[src/rtl/cpu_pkg.sv]
// Shared core constants and register-file typedefs used by writeback, decode and the register file.
package cpu_pkg;

  localparam int unsigned DATA_W   = 16;
  localparam int unsigned ADDR_W   = 3;
  localparam int unsigned NUM_REGS = 2 ** ADDR_W;

  typedef logic [ADDR_W-1:0] reg_addr_t;
  typedef logic [DATA_W-1:0] word_t;

endpackage

[src/rtl/regfile_scoreboard_pend_counter.sv]
// pend_counter: saturating up/down count of in-flight writes to one register.
module pend_counter #(
  parameter int unsigned PEND_MAX = 3,
  parameter int unsigned CNT_W    = $clog2(PEND_MAX + 1)
) (
  input  logic             clk,
  input  logic             rst,
  input  logic             inc,
  input  logic             dec,
  output logic [CNT_W-1:0] count,
  output logic             nonzero,
  output logic             underflow_c
);

  // Simultaneous inc and dec cancel, including at zero.
  always_ff @(posedge clk) begin
    if (rst) begin
      count   <= '0;
      nonzero <= 1'b0;
    end else begin
      case ({inc, dec})
        2'b10: begin
          if (count != CNT_W'(PEND_MAX)) count <= count + CNT_W'(1);
          nonzero <= 1'b1;
        end
        2'b01: begin
          if (count != '0) count <= count - CNT_W'(1);
          nonzero <= (count > CNT_W'(1));
        end
        default: ;
      endcase
    end
  end

  assign underflow_c = dec && !inc && (count == '0);

endmodule

[src/rtl/regfile_scoreboard.sv]
// 8x16 register file with two read ports and a per-register pending-write scoreboard for RAW stalls.
// Define REGFILE_WB_BYPASS_EN to forward the writeback value to the read ports and issue check.
module regfile_scoreboard
  import cpu_pkg::*;
#(
  parameter int unsigned PEND_MAX = 3
) (
  input  logic                clk,
  input  logic                rst,
  input  reg_addr_t           wb_address,
  input  logic                wb_write_en,
  input  word_t               wb_data,
  input  reg_addr_t           rd_addr_a,
  input  reg_addr_t           rd_addr_b,
  output word_t               rd_data_a,
  output word_t               rd_data_b,
  input  logic                issue_valid,
  input  logic                issue_use_a,
  input  logic                issue_use_b,
  input  reg_addr_t           issue_dest,
  input  logic                issue_write_en,
  output logic                issue_ready,
  output logic [NUM_REGS-1:0] busy_mask,
  output logic                wb_underflow
);

  localparam int unsigned CNT_W = $clog2(PEND_MAX + 1);

  word_t                          regs [NUM_REGS];
  logic [NUM_REGS-1:0][CNT_W-1:0] pend;
  logic [NUM_REGS-1:0]            inc_v, dec_v, nz_v, uf_v;
  logic                           wb_commit, accept, dest_full;
  logic                           hazard_a, hazard_b, hit_a, hit_b;
  word_t                          rf_a, rf_b;

  assign wb_commit = wb_write_en && (wb_address != '0);

  // Register storage; R0 is never written and reads as zero.
  always_ff @(posedge clk) begin
    if (rst) begin
      for (int i = 0; i < int'(NUM_REGS); i++) regs[i] <= '0;
    end else if (wb_commit) begin
      regs[wb_address] <= wb_data;
    end
  end

  assign rf_a = (rd_addr_a == '0) ? '0 : regs[rd_addr_a];
  assign rf_b = (rd_addr_b == '0) ? '0 : regs[rd_addr_b];

`ifdef REGFILE_WB_BYPASS_EN
  logic byp_a, byp_b;
  assign byp_a     = wb_write_en && (wb_address == rd_addr_a) && (rd_addr_a != '0);
  assign byp_b     = wb_write_en && (wb_address == rd_addr_b) && (rd_addr_b != '0);
  assign rd_data_a = byp_a ? wb_data : rf_a;
  assign rd_data_b = byp_b ? wb_data : rf_b;
  assign hit_a     = byp_a && (pend[rd_addr_a] == CNT_W'(1));
  assign hit_b     = byp_b && (pend[rd_addr_b] == CNT_W'(1));
`else
  assign rd_data_a = rf_a;
  assign rd_data_b = rf_b;
  assign hit_a     = 1'b0;
  assign hit_b     = 1'b0;
`endif

  assign hazard_a    = issue_use_a && (pend[rd_addr_a] != '0) && !hit_a;
  assign hazard_b    = issue_use_b && (pend[rd_addr_b] != '0) && !hit_b;
  assign dest_full   = issue_write_en && (issue_dest != '0) &&
                       (pend[issue_dest] == CNT_W'(PEND_MAX));
  assign issue_ready = !(hazard_a || hazard_b || dest_full);
  assign accept      = issue_valid && issue_ready;

  // One-hot increment/decrement requests per register.
  always_comb begin
    inc_v = '0;
    dec_v = '0;
    if (accept && issue_write_en && (issue_dest != '0)) inc_v[issue_dest] = 1'b1;
    if (wb_commit) dec_v[wb_address] = 1'b1;
  end

  assign pend[0] = '0;
  assign nz_v[0] = 1'b0;
  assign uf_v[0] = 1'b0;

  for (genvar i = 1; i < int'(NUM_REGS); i++) begin : g_pend
    pend_counter #(.PEND_MAX(PEND_MAX), .CNT_W(CNT_W)) u_cnt (
      .clk        (clk),
      .rst        (rst),
      .inc        (inc_v[i]),
      .dec        (dec_v[i]),
      .count      (pend[i]),
      .nonzero    (nz_v[i]),
      .underflow_c(uf_v[i])
    );
  end

  assign busy_mask = nz_v;

  // Sticky underflow flag, cleared only by reset.
  always_ff @(posedge clk) begin
    if (rst) wb_underflow <= 1'b0;
    else if (|uf_v) wb_underflow <= 1'b1;
  end

endmodule
[config.mk]
export PLATFORM = sky130hd
export DESIGN_NAME = regfile_scoreboard
export DESIGN_NICKNAME = d
export VERILOG_FILES = /design/src/rtl/cpu_pkg.sv /design/src/rtl/regfile_scoreboard_pend_counter.sv /design/src/rtl/regfile_scoreboard.sv
export SDC_FILE = /design/constraint.sdc
export NUM_CORES = 1
export LEC_CHECK = 0
export CAP_MARGIN = 30
export CELL_PAD_IN_SITES_DETAIL_PLACEMENT = 2
export CELL_PAD_IN_SITES_GLOBAL_PLACEMENT = 2
export CORE_UTILIZATION = 30
export DETAILED_ROUTE_END_ITERATION = 8
export HOLD_SLACK_MARGIN = 0.1
export PLACE_DENSITY = 0.71
export SYNTH_ARGS = -nofsm -noshare
export SYNTH_HDL_FRONTEND = slang
export SYNTH_SLANG_ARGS = --single-unit
[constraint.sdc]
create_clock -name clk -period 3.6 [get_ports clk]
set_input_delay 0.72 -clock clk [delete_from_list [all_inputs] [get_ports clk]]
set_output_delay 0.72 -clock clk [all_outputs]
set_load 0.01 [all_outputs]
==> results.sh <==
export IMPL_crit_path_category="primary input to primary output"
export IMPL_fin_skew_ps=12.5
export IMPL_intPower_uw=3160
export IMPL_row_count=60
export IMPL_io_pins=77
export IMPL_maxCapViolCount=0
export IMPL_critPathArrivalTime_ps=2870
export IMPL_number_of_buffers_inserted_by_hold_repair_at_cts=0
export IMPL_cp_buffers_inverters=3
export IMPL_syn_avg_cell_area_um2=11.7
export IMPL_gr_usage_all_layers=0.203
export IMPL_async_flop_share=0
export IMPL_period_needed_ps=3590
export IMPL_clk_insertion_delay_late_ps=430
export IMPL_n_antenna_cell=0
export IMPL_power_frac_seq=0.435
export IMPL_grt_pass1_wl_um=42000
export IMPL_timing_setup_tns_ps=0
export IMPL_avgRoutedWirePerCell_um=23.6
export IMPL_synth_top_area_frac=0.427
export IMPL_synth_edff_count=116
export IMPL_synth_cells_most_frequent="116 x sky130_fd_sc_hd__edfxtp_1, 112 x sky130_fd_sc_hd__and2_1, 95 x sky130_fd_sc_hd__nor2_1, 39 x sky130_fd_sc_hd__a221oi_1, 35 x sky130_fd_sc_hd__ha_1"
export IMPL_hold_violations=0
export IMPL_synth_ff_latch_count=138
export IMPL_dp_hpwl_um=18300
export IMPL_cts_tree="done"
export IMPL_worstPathCellList="clkdlybuf4s50_1, buf_6, o21ai_0, a221oi_2, clkdlybuf4s50_1"
export IMPL_start_kind="primary input"
export IMPL_syn_area_mm2=0.00817
export IMPL_synthTopCellsByArea="sky130_fd_sc_hd__edfxtp_1 43%, sky130_fd_sc_hd__mux4_2 8.8%, sky130_fd_sc_hd__and2_1 8.6%"
export IMPL_n_fill_cell=2779
export IMPL_power_share_clock=0.403
export IMPL_ys_warnings_count=0
export IMPL_first_iter_violations=337
export IMPL_timing_critical_path_mode_cell="sky130_fd_sc_hd__clkdlybuf4s50_1"
export IMPL_initial_antenna_violation_count=0
export IMPL_ys_types=39
export IMPL_area_growth_pct=23.9
export IMPL_maximum_achievable_frequency_mhz=278
export IMPL_post_layout_total_power_uw=4390
export IMPL_leading_cell_type_by_number_of_instances_after_synthesis="sky130_fd_sc_hd__edfxtp_1"
export IMPL_clockRootBuffer="sky130_fd_sc_hd__clkbuf_16"
export IMPL_vdd_ir_drop_worst_v=0.000235
export IMPL_floorplan_initialDensity=0.305
export IMPL_critPathTopFamily="buffers and inverters"
export IMPL_finalSetupViolCount=0
export IMPL_p_leak_uw=0.00371
export IMPL_dominantRegCellSynth="sky130_fd_sc_hd__edfxtp_1"
export IMPL_switching_share=0.280
export IMPL_worst_path_max_fanout=23
export IMPL_grt_overflow=0
export IMPL_grt_setup_unrepaired="no"
export IMPL_slew_viol_final=0
export IMPL_clk_path_buf_depth=2
export IMPL_design_core_area_mm2=0.0268
export IMPL_relSlewSlack=0.584
export IMPL_die_w_um=167
export IMPL_worst_endpoint_required_ps=2880
export IMPL_power_per_cell_area_mw_per_mm2=434
export IMPL_drt_antenna_violating_nets=0
export IMPL_finalNetCount=863
export IMPL_largest_net_degree_at_the_start_of_global_routing=37
export IMPL_timing_worst_slew_pin_value_ps=624
export IMPL_hold_ws_ps=514
export IMPL_clkSlewWorstSetupHoldPaths_ps=70
export IMPL_power_switching_uw=1230
export IMPL_outcome="finished clean"
export IMPL_routed_wirelength_um=27100
export IMPL_placer_congestion=0.843
export IMPL_htree_num_levels=4
export IMPL_vias=6031
export IMPL_slowest_stage_cell_crit_path="sky130_fd_sc_hd__clkdlybuf4s50_1"
export IMPL_die_height_um=167
export IMPL_finalCritPeriodShare=0.998
export IMPL_library_cell_with_the_largest_summed_area_after_synthesis="sky130_fd_sc_hd__edfxtp_1"
export IMPL_postSynthCellCount=700
export IMPL_pwr_share_comb=0.162
export IMPL_layout_drive_gt1_share=0.211
export IMPL_die_area_mm2=0.0279
export IMPL_clkSinkCount=138
export IMPL_hp_class="flop to flop"
export IMPL_worst_setup_end_kind="primary output"
export IMPL_synth_sequential_area_ratio=0.480
export IMPL_place_port_buffers=75
export IMPL_number_of_buffers_inserted_during_clock_tree_synthesis=17
export IMPL_detailedRoute_firstPassIterationCount=6
export IMPL_via_count_of_the_first_global_routing_pass=7107
export IMPL_via_per_inst=5.26
export IMPL_drt_drc_violations_left=0
export IMPL_cpPeakStageDelay_ps=640
==> power groups by stage <==
stage	Sequential [uW]	Combinational, uW	Clock, uW
4_1_cts	1910	713	1790
3_5_place_dp	1940	700	0
5_1_grt	1920	764	1850
3_3_place_gp	1920	672	0
6_report	1910	709	1770
2_1_floorplan	1910	391	0
==> per-layer routing <==
metal	GRT usage	up-vias	wire, um
met5	0	-	0
met1	0.233	3127	11100
met3	0.0359	31	1070
met2	0.374	143	14500
li1	-	2730	-
met4	0.0769	0	440
==> worst paths after layout <==
path	from	to	slack, ps	depth (start not counted)
worst max-delay path	rd_addr_a[2]	rd_data_a[0]	7	5
worst min-delay path	g_pend[2].u_cnt.nonzero$_SDFFE_PP0P_	g_pend[2].u_cnt.nonzero$_SDFFE_PP0P_	510	2
worst min register to register	g_pend[2].u_cnt.nonzero$_SDFFE_PP0P_	g_pend[2].u_cnt.nonzero$_SDFFE_PP0P_	510	2
worst max register to register	g_pend[4].u_cnt.count[0]$_SDFFE_PP0P_	g_pend[7].u_cnt.count[1]$_SDFFE_PP0P_	600	10
==> worst reg2reg max path, stage by stage (launching register included) <==
cell and delay (ps):
sky130_fd_sc_hd__dfxtp_1 410, sky130_fd_sc_hd__nor2_1 290, sky130_fd_sc_hd__o22ai_1 160, sky130_fd_sc_hd__o221ai_2 280
sky130_fd_sc_hd__nand3_4 160, sky130_fd_sc_hd__buf_4 180, sky130_fd_sc_hd__or2_2 300, sky130_fd_sc_hd__ha_1 230
sky130_fd_sc_hd__a221oi_1 510, sky130_fd_sc_hd__nor2_1 110, sky130_fd_sc_hd__a211oi_1 270
==> layout make-up <==
cell class / instances / area [um^2] / area share
well taps: 341 / 427 / 0.0422
clock buffers: 17 / 425 / 0.0420
inverters: 30 / 113 / 0.0111
flip-flops and latches: 138 / 3920 / 0.388
repair buffers: 121 / 1130 / 0.112
clock inverters: 15 / 154 / 0.0152
multi-input cells: 485 / 3940 / 0.390
==> cells by family after synthesis <==
family | count (synthesis) | synth area share
flip-flops | 138 | 0.480
multiplexers | 77 | 0.148
AO/OA/AOI/OAI | 87 | 0.0815
buffers and inverters | 81 | 0.0478
XOR/XNOR | 14 | 0.0150
AND/OR/NAND/NOR | 267 | 0.173
adder cells (fa/ha/maj) | 35 | 0.0536
other | 1 | 0.000459
==> layout by cell type, fill, tap and decap left out, types with 3 or more instances in the layout <==
master                            synthesis  final
sky130_fd_sc_hd__inv_1                   30     30
sky130_fd_sc_hd__mux2_2                  32     32
sky130_fd_sc_hd__nor4_1                   4      4
sky130_fd_sc_hd__nor3_1                   7      7
sky130_fd_sc_hd__inv_8                    0      5
sky130_fd_sc_hd__edfxtp_1               116    116
sky130_fd_sc_hd__clkbuf_16                0     17
sky130_fd_sc_hd__dfxtp_1                 22     22
sky130_fd_sc_hd__a221oi_1                39     35
sky130_fd_sc_hd__a211oi_1                 9      9
sky130_fd_sc_hd__mux2i_1                 13     12
sky130_fd_sc_hd__or2_2                    9      9
sky130_fd_sc_hd__conb_1                   1      5
sky130_fd_sc_hd__nor2b_1                  6      6
sky130_fd_sc_hd__inv_6                    0      3
sky130_fd_sc_hd__buf_2                   15      5
sky130_fd_sc_hd__o22ai_1                 10      8
sky130_fd_sc_hd__or4_1                    4      4
sky130_fd_sc_hd__o21ai_0                 13     13
sky130_fd_sc_hd__ha_1                    35     35
sky130_fd_sc_hd__mux4_2                  32     32
sky130_fd_sc_hd__nand2_1                 12     12
sky130_fd_sc_hd__clkinvlp_4               0      3
sky130_fd_sc_hd__a221oi_2                 0      4
sky130_fd_sc_hd__buf_12                   0      4
sky130_fd_sc_hd__a22oi_1                  3      3
sky130_fd_sc_hd__nor2_1                  95     95
sky130_fd_sc_hd__and2_1                 112    112
sky130_fd_sc_hd__xnor2_1                 14     14
sky130_fd_sc_hd__clkdlybuf4s50_1          0     68
sky130_fd_sc_hd__buf_4                   14     40
sky130_fd_sc_hd__o221ai_2                 1      3
sky130_fd_sc_hd__nand2b_1                 9      9
==> per-stage QoR <==
stage               worst slack [ps]  std cells   util  area (um^2)
CTS                             1.78       1147  0.375        10100
global route                    16.3       1147  0.377        10100
global placement               -75.6       1114  0.353         9450
floorplan                        720        704      -         8180
finish                          7.19       1147  0.377        10100
detailed placement              -392       1115  0.353         9450
==> sequential cells by signal (all words and copies together) (netlist names) <==
signal	count
g_pend.u_cnt.count	14
g_pend.u_cnt.nonzero	7
regs	116
wb_underflow	1
==> what timing repair did <==
action / CTS / global route
pin swaps: 0 / 2
buffers inserted: 0 / 0
gates resized for setup: 6 / 11
endpoints found under the setup margin: 5 / 6
Power figures use the tool's default switching activity.
==> edit 1, RTL diff (config.mk and constraints unchanged) <==
The option `REGFILE_WB_BYPASS_EN` is turned on by a define.
--- a/src/rtl/regfile_scoreboard.sv
+++ b/src/rtl/regfile_scoreboard.sv
@@ -1,5 +1,7 @@
 // 8x16 register file with two read ports and a per-register pending-write scoreboard for RAW stalls.
 // Define REGFILE_WB_BYPASS_EN to forward the writeback value to the read ports and issue check.
+`define REGFILE_WB_BYPASS_EN
+
 module regfile_scoreboard
   import cpu_pkg::*;
 #(
Behaviour: not the same (a bounded check fails within 4 cycles, from zero or initial values and one cycle with rst high).
==> edit 1 against the original RTL <==
  * Global-route usage is 1.5 points higher
  * Cell area up 17%
  * Setup slack better by 48 ps
  * Core utilization up 1.9 points
  * Synthesized area is 13% higher
  * Power is 11% higher
  * Cell count rose by 12%
  * Critical path type unchanged
  * Synthesized cell count is 4.0% higher
  * Maximum frequency is 1.4% higher
  * Sequential cell count rose by 12
  * Wire length rose by 20%
==> edit 1: results (changes against the original RTL) <==
| Metric | Value |
|---|---|
| Status | `finished, final reports clean` |
| Post-Synth XOR/XNOR Area | `1.81% (+0.31 points)` |
| Number of global-route vias before repair | `7,724 (+8.7%)` |
| Leak Pwr | `4.66 nW (+26%)` |
| Multiplexer area fraction after synthesis | `22.1% (+7.3 points)` |
| Post-synthesis sequential area ratio | `46.6% (-1.5 points)` |
| CP Max Fanout | `16 (-30%)` |
| GRT Overall Usage | `21.8% (+1.5 points)` |
| Met3 Use GR | `2.99% (-0.60 points)` |
| Drt pass-1 iters | `5 (-1)` |
| Max stage delay on crit path | `600 ps (-40 ps)` |
| Post-layout nets | `948 (+9.8%)` |
| Commonest cells in the netlist | `edfxtp_1, and2_1, mux4_2, mux2i_1, nor2_1` |
| Met3 wire len | `1010 um (-6.3%)` |
| Net Sw Power | `0.00140 W (+14%)` |
| DRT iter0 DRCs | `488 (+45%)` |
| Compound-cell area share of the yosys netlist | `6.35% (-1.8 points)` |
| Synth warn | `0 (unchanged)` |
| Initial antenna violation count | `1 (+1)` |
| Post-synthesis adder-cell area fraction | `4.76% (-0.60 points)` |
| Vias per cell | `5.32 (+1.1%)` |
| EDFF count, synth | `128 (+10%)` |
| Total Wirelength | `32,600 um (+20%)` |
| Placed cell count | `1,243 (+11%)` |
| WL met2 | `16,800 um (+16%)` |
| M1 GR Usage | `27.3% (+4.1 points)` |
| Arr. time, crit path | `2820 ps (-50 ps)` |
| Max_slew headroom | `49.6% (-8.8 points)` |
| First-pass GRT wire length | `49,400 um (+18%)` |
| Cell count after synthesis | `728 (+4.0%)` |
| Clock skew | `9.19 ps (-3.28 ps)` |
| Distinct cells, synth | `50 (+28%)` |
| Met1 wire length | `14,100 um (+27%)` |
| Vias | `6,815 (+13%)` |
| Placed cell areas | `11,000 um^2 (+16%)` |
| Met2 GRT Util | `38.2% (+0.88 points)` |
| Gpl congestion | `0.835 (-0.93%)` |
| Area contributors post-synth | `edfxtp_1, mux4_2, and2_1` |
| Dpl hpwl | `21,100 um (+15%)` |
| Layout cell share with drive strength beyond 1 | `26.2% (+5.1 points)` |
| Peak VDD IR | `0.341 mV (+45%)` |
| Largest net degree at the start of global routing | `30 (-19%)` |
| Top flop regs | `regs: 128 flops, g_pend.u_cnt.count: 14 flops, g_pend.u_cnt.nonzero: 7 flops` |
-- edit 1: cell count changes after synthesis, sizes merged, moves of 7 or more --
cell and delta:
o22ai -7, a211oi +16, nand2 +14, mux2i +34, edfxtp +12, mux2 -27
a221oi -31, o21ai +13, clkbuf +8, mux4 +35, nor2 -50
-- edit 1: final timing paths --
kind | cells after the start | slack, ps | from | to
max | 7 | 60 | wb_address[2] | rd_data_b[8]
min | 2 | 500 | g_pend[6].u_cnt.nonzero | g_pend[6].u_cnt.nonzero
max reg2reg | 10 | 390 | g_pend[5].u_cnt.count[0] | g_pend[6].u_cnt.count[1]
min reg2reg | 2 | 500 | g_pend[6].u_cnt.nonzero | g_pend[6].u_cnt.nonzero
-- edit 1: repair_timing --
item,CTS,global route
gates cloned,2,0
resized for setup,12,37
setup endpoints to repair,25,27
buffers inserted,2,2
pin swaps,1,2
-- edit 1: stage by stage --
step	TNS [ps]	setup slack, ps
4_1_cts	0	11.9
5_1_grt	0	2.08
3_5_place_dp	-6410	-329
6_report	0	55.4
3_3_place_gp	-3300	-193
2_1_floorplan	0	264
-- edit 1: cell type report --
cell class | count | area [um^2]
flip-flops and latches | 150 | 4280
clock inverters | 15 | 160
inverters | 25 | 93.8
repair buffers | 171 | 1660
fillers | 3018 | 18000
multi-input cells | 513 | 4720
well taps | 390 | 488
diodes | 1 | 2.50
clock buffers | 17 | 425
-- edit 1: power groups by stage --
stage	sequential, W	combinational, W	clock (W)
2_1_floorplan	0.00208	0.000478	0
3_3_place_gp	0.00210	0.000876	0
3_5_place_dp	0.00212	0.000899	0
4_1_cts	0.00208	0.000927	0.00188
5_1_grt	0.00210	0.000981	0.00193
6_report	0.00208	0.000919	0.00185
==> edit 2, RTL diff (config.mk and constraints unchanged) <==
Without the edit above. Reset style: asynchronous (`rst`), changed in 3 clocked blocks.
--- a/src/rtl/regfile_scoreboard_pend_counter.sv
+++ b/src/rtl/regfile_scoreboard_pend_counter.sv
@@ -13,7 +13,7 @@
 );
 
   // Simultaneous inc and dec cancel, including at zero.
-  always_ff @(posedge clk) begin
+  always_ff @(posedge clk or posedge rst) begin
     if (rst) begin
       count   <= '0;
       nonzero <= 1'b0;
--- a/src/rtl/regfile_scoreboard.sv
+++ b/src/rtl/regfile_scoreboard.sv
@@ -36,7 +36,7 @@
   assign wb_commit = wb_write_en && (wb_address != '0);
 
   // Register storage; R0 is never written and reads as zero.
-  always_ff @(posedge clk) begin
+  always_ff @(posedge clk or posedge rst) begin
     if (rst) begin
       for (int i = 0; i < int'(NUM_REGS); i++) regs[i] <= '0;
     end else if (wb_commit) begin
@@ -96,7 +96,7 @@
   assign busy_mask = nz_v;
 
   // Sticky underflow flag, cleared only by reset.
-  always_ff @(posedge clk) begin
+  always_ff @(posedge clk or posedge rst) begin
     if (rst) wb_underflow <= 1'b0;
     else if (|uf_v) wb_underflow <= 1'b1;
   end
Behaviour: differs if rst is asserted again (counterexample within 4 cycles, from zero or initial values and one cycle with rst high); with rst held inactive, the same outputs for 4 cycles.
==> edit 2 against the original RTL <==
  * The flow now finishes with violations (DRC)
  * Sequential cell count decreased by 1
  * Setup slack improved by 69 ps
  * Cell area increased by 0.83%
  * Worst hold slack got worse by 140 ps
  * Clock skew decreased by 1.0 ps
  * Wire length increased by 6.2%
  * Synthesized area decreased by 0.64%
Power is not compared: it rests on default switching activity, and its combinational part moved more than twofold at a synthesized area within 25%.
==> edit 2: results (changes against the original RTL) <==
| Metric | Value |
|---|---|
| M1 GR Usage | `27.4% (+4.1 points)` |
| Capture point of the worst reg-to-reg path | `g_pend[3].u_cnt.count[1]` |
| Area contributors post-synth | `dfrtp_1, mux2_2, nand2_1` |
| Worst reg-to-reg setup slack | `490 ps (-110 ps)` |
| Ys async rst share | `100% (+100 points)` |
| Critical Path Start | `rd_addr_b[2]` |
| Reg-to-reg startpoint | `g_pend[6].u_cnt.count[1]` |
| Multiplexer area fraction after synthesis | `21.4% (+6.5 points)` |
| Post-synthesis sequential area ratio | `42.3% (-5.8 points)` |
| Cell count of the worst hold path | `0 (-2)` |
| First-pass GRT wire length | `44,900 um (+7.0%)` |
| Initial antenna violation count | `2 (+2)` |
| Max stage delay on crit path | `620 ps (-20 ps)` |
| Synth Flop Type | `dfrtp_1` |
| Drt wl/cell | `22.9 um (-3.2%)` |
| Hold EP | `regs[114]` |
| DRT iter0 DRCs | `282 (-16%)` |
| Critical Path Sink | `rd_data_b[11]` |
| WL met2 | `14,500 um (about the same)` |
| Post-synthesis adder-cell area fraction | `5.40% (+0.035 points)` |
| Hold path start | `regs[114]` |
| Setup slack at placement | `-323 ps (+68.4 ps)` |
| Dpl hpwl | `19,300 um (+5.6%)` |
| Status | `complete, but fails checks` |
| Gpl congestion | `0.773 (-8.3%)` |
| Post-Synth XOR/XNOR Area | `0.756% (-0.75 points)` |
| Failing checks | `DRC` |
| Clock skew | `11.5 ps (-1.02 ps)` |
| Arr. time, crit path | `2800 ps (-70 ps)` |
| Compound-cell area share of the yosys netlist | `8.94% (+0.79 points)` |
| CP Max Fanout | `12 (-48%)` |
| Max frequency | `0.284 GHz (+2.0%)` |
| Vias per cell | `5.31 (+0.95%)` |
| Number of global-route vias before repair | `7,473 (+5.1%)` |
| Drt drc | `3 (+3)` |
-- edit 2: stage by stage --
stage | utilization [%] | instances | cell area, um^2 | hold slack, ps
global placement | 36.3 | 1225 | 9530 | 362
CTS | 38.7 | 1257 | 10200 | 382
global route | 38.8 | 1259 | 10200 | 395
finish | 38.8 | 1259 | 10200 | 378
floorplan | - | 815 | 8120 | 425
detailed placement | 36.3 | 1225 | 9530 | 366
-- edit 2: cell type report --
type,count,area (um^2)
antenna,2,5.00
inverter,29,113
sequential,137,3430
clock buffer,19,433
timing repair buffer,130,1270
fill,2790,16100
multi-input combinational,594,4340
tap,335,419
clock inverter,13,194
-- edit 2: power groups by stage --
stage                     sequential [W]  clock (W)  combinational [W]
after CTS                        0.00227    0.00194            0.00164
after detailed placement         0.00229          0            0.00162
after floorplan                  0.00213          0            0.00108
final                            0.00227    0.00190            0.00164
after global placement           0.00227          0            0.00156
after global routing             0.00232    0.00199            0.00181
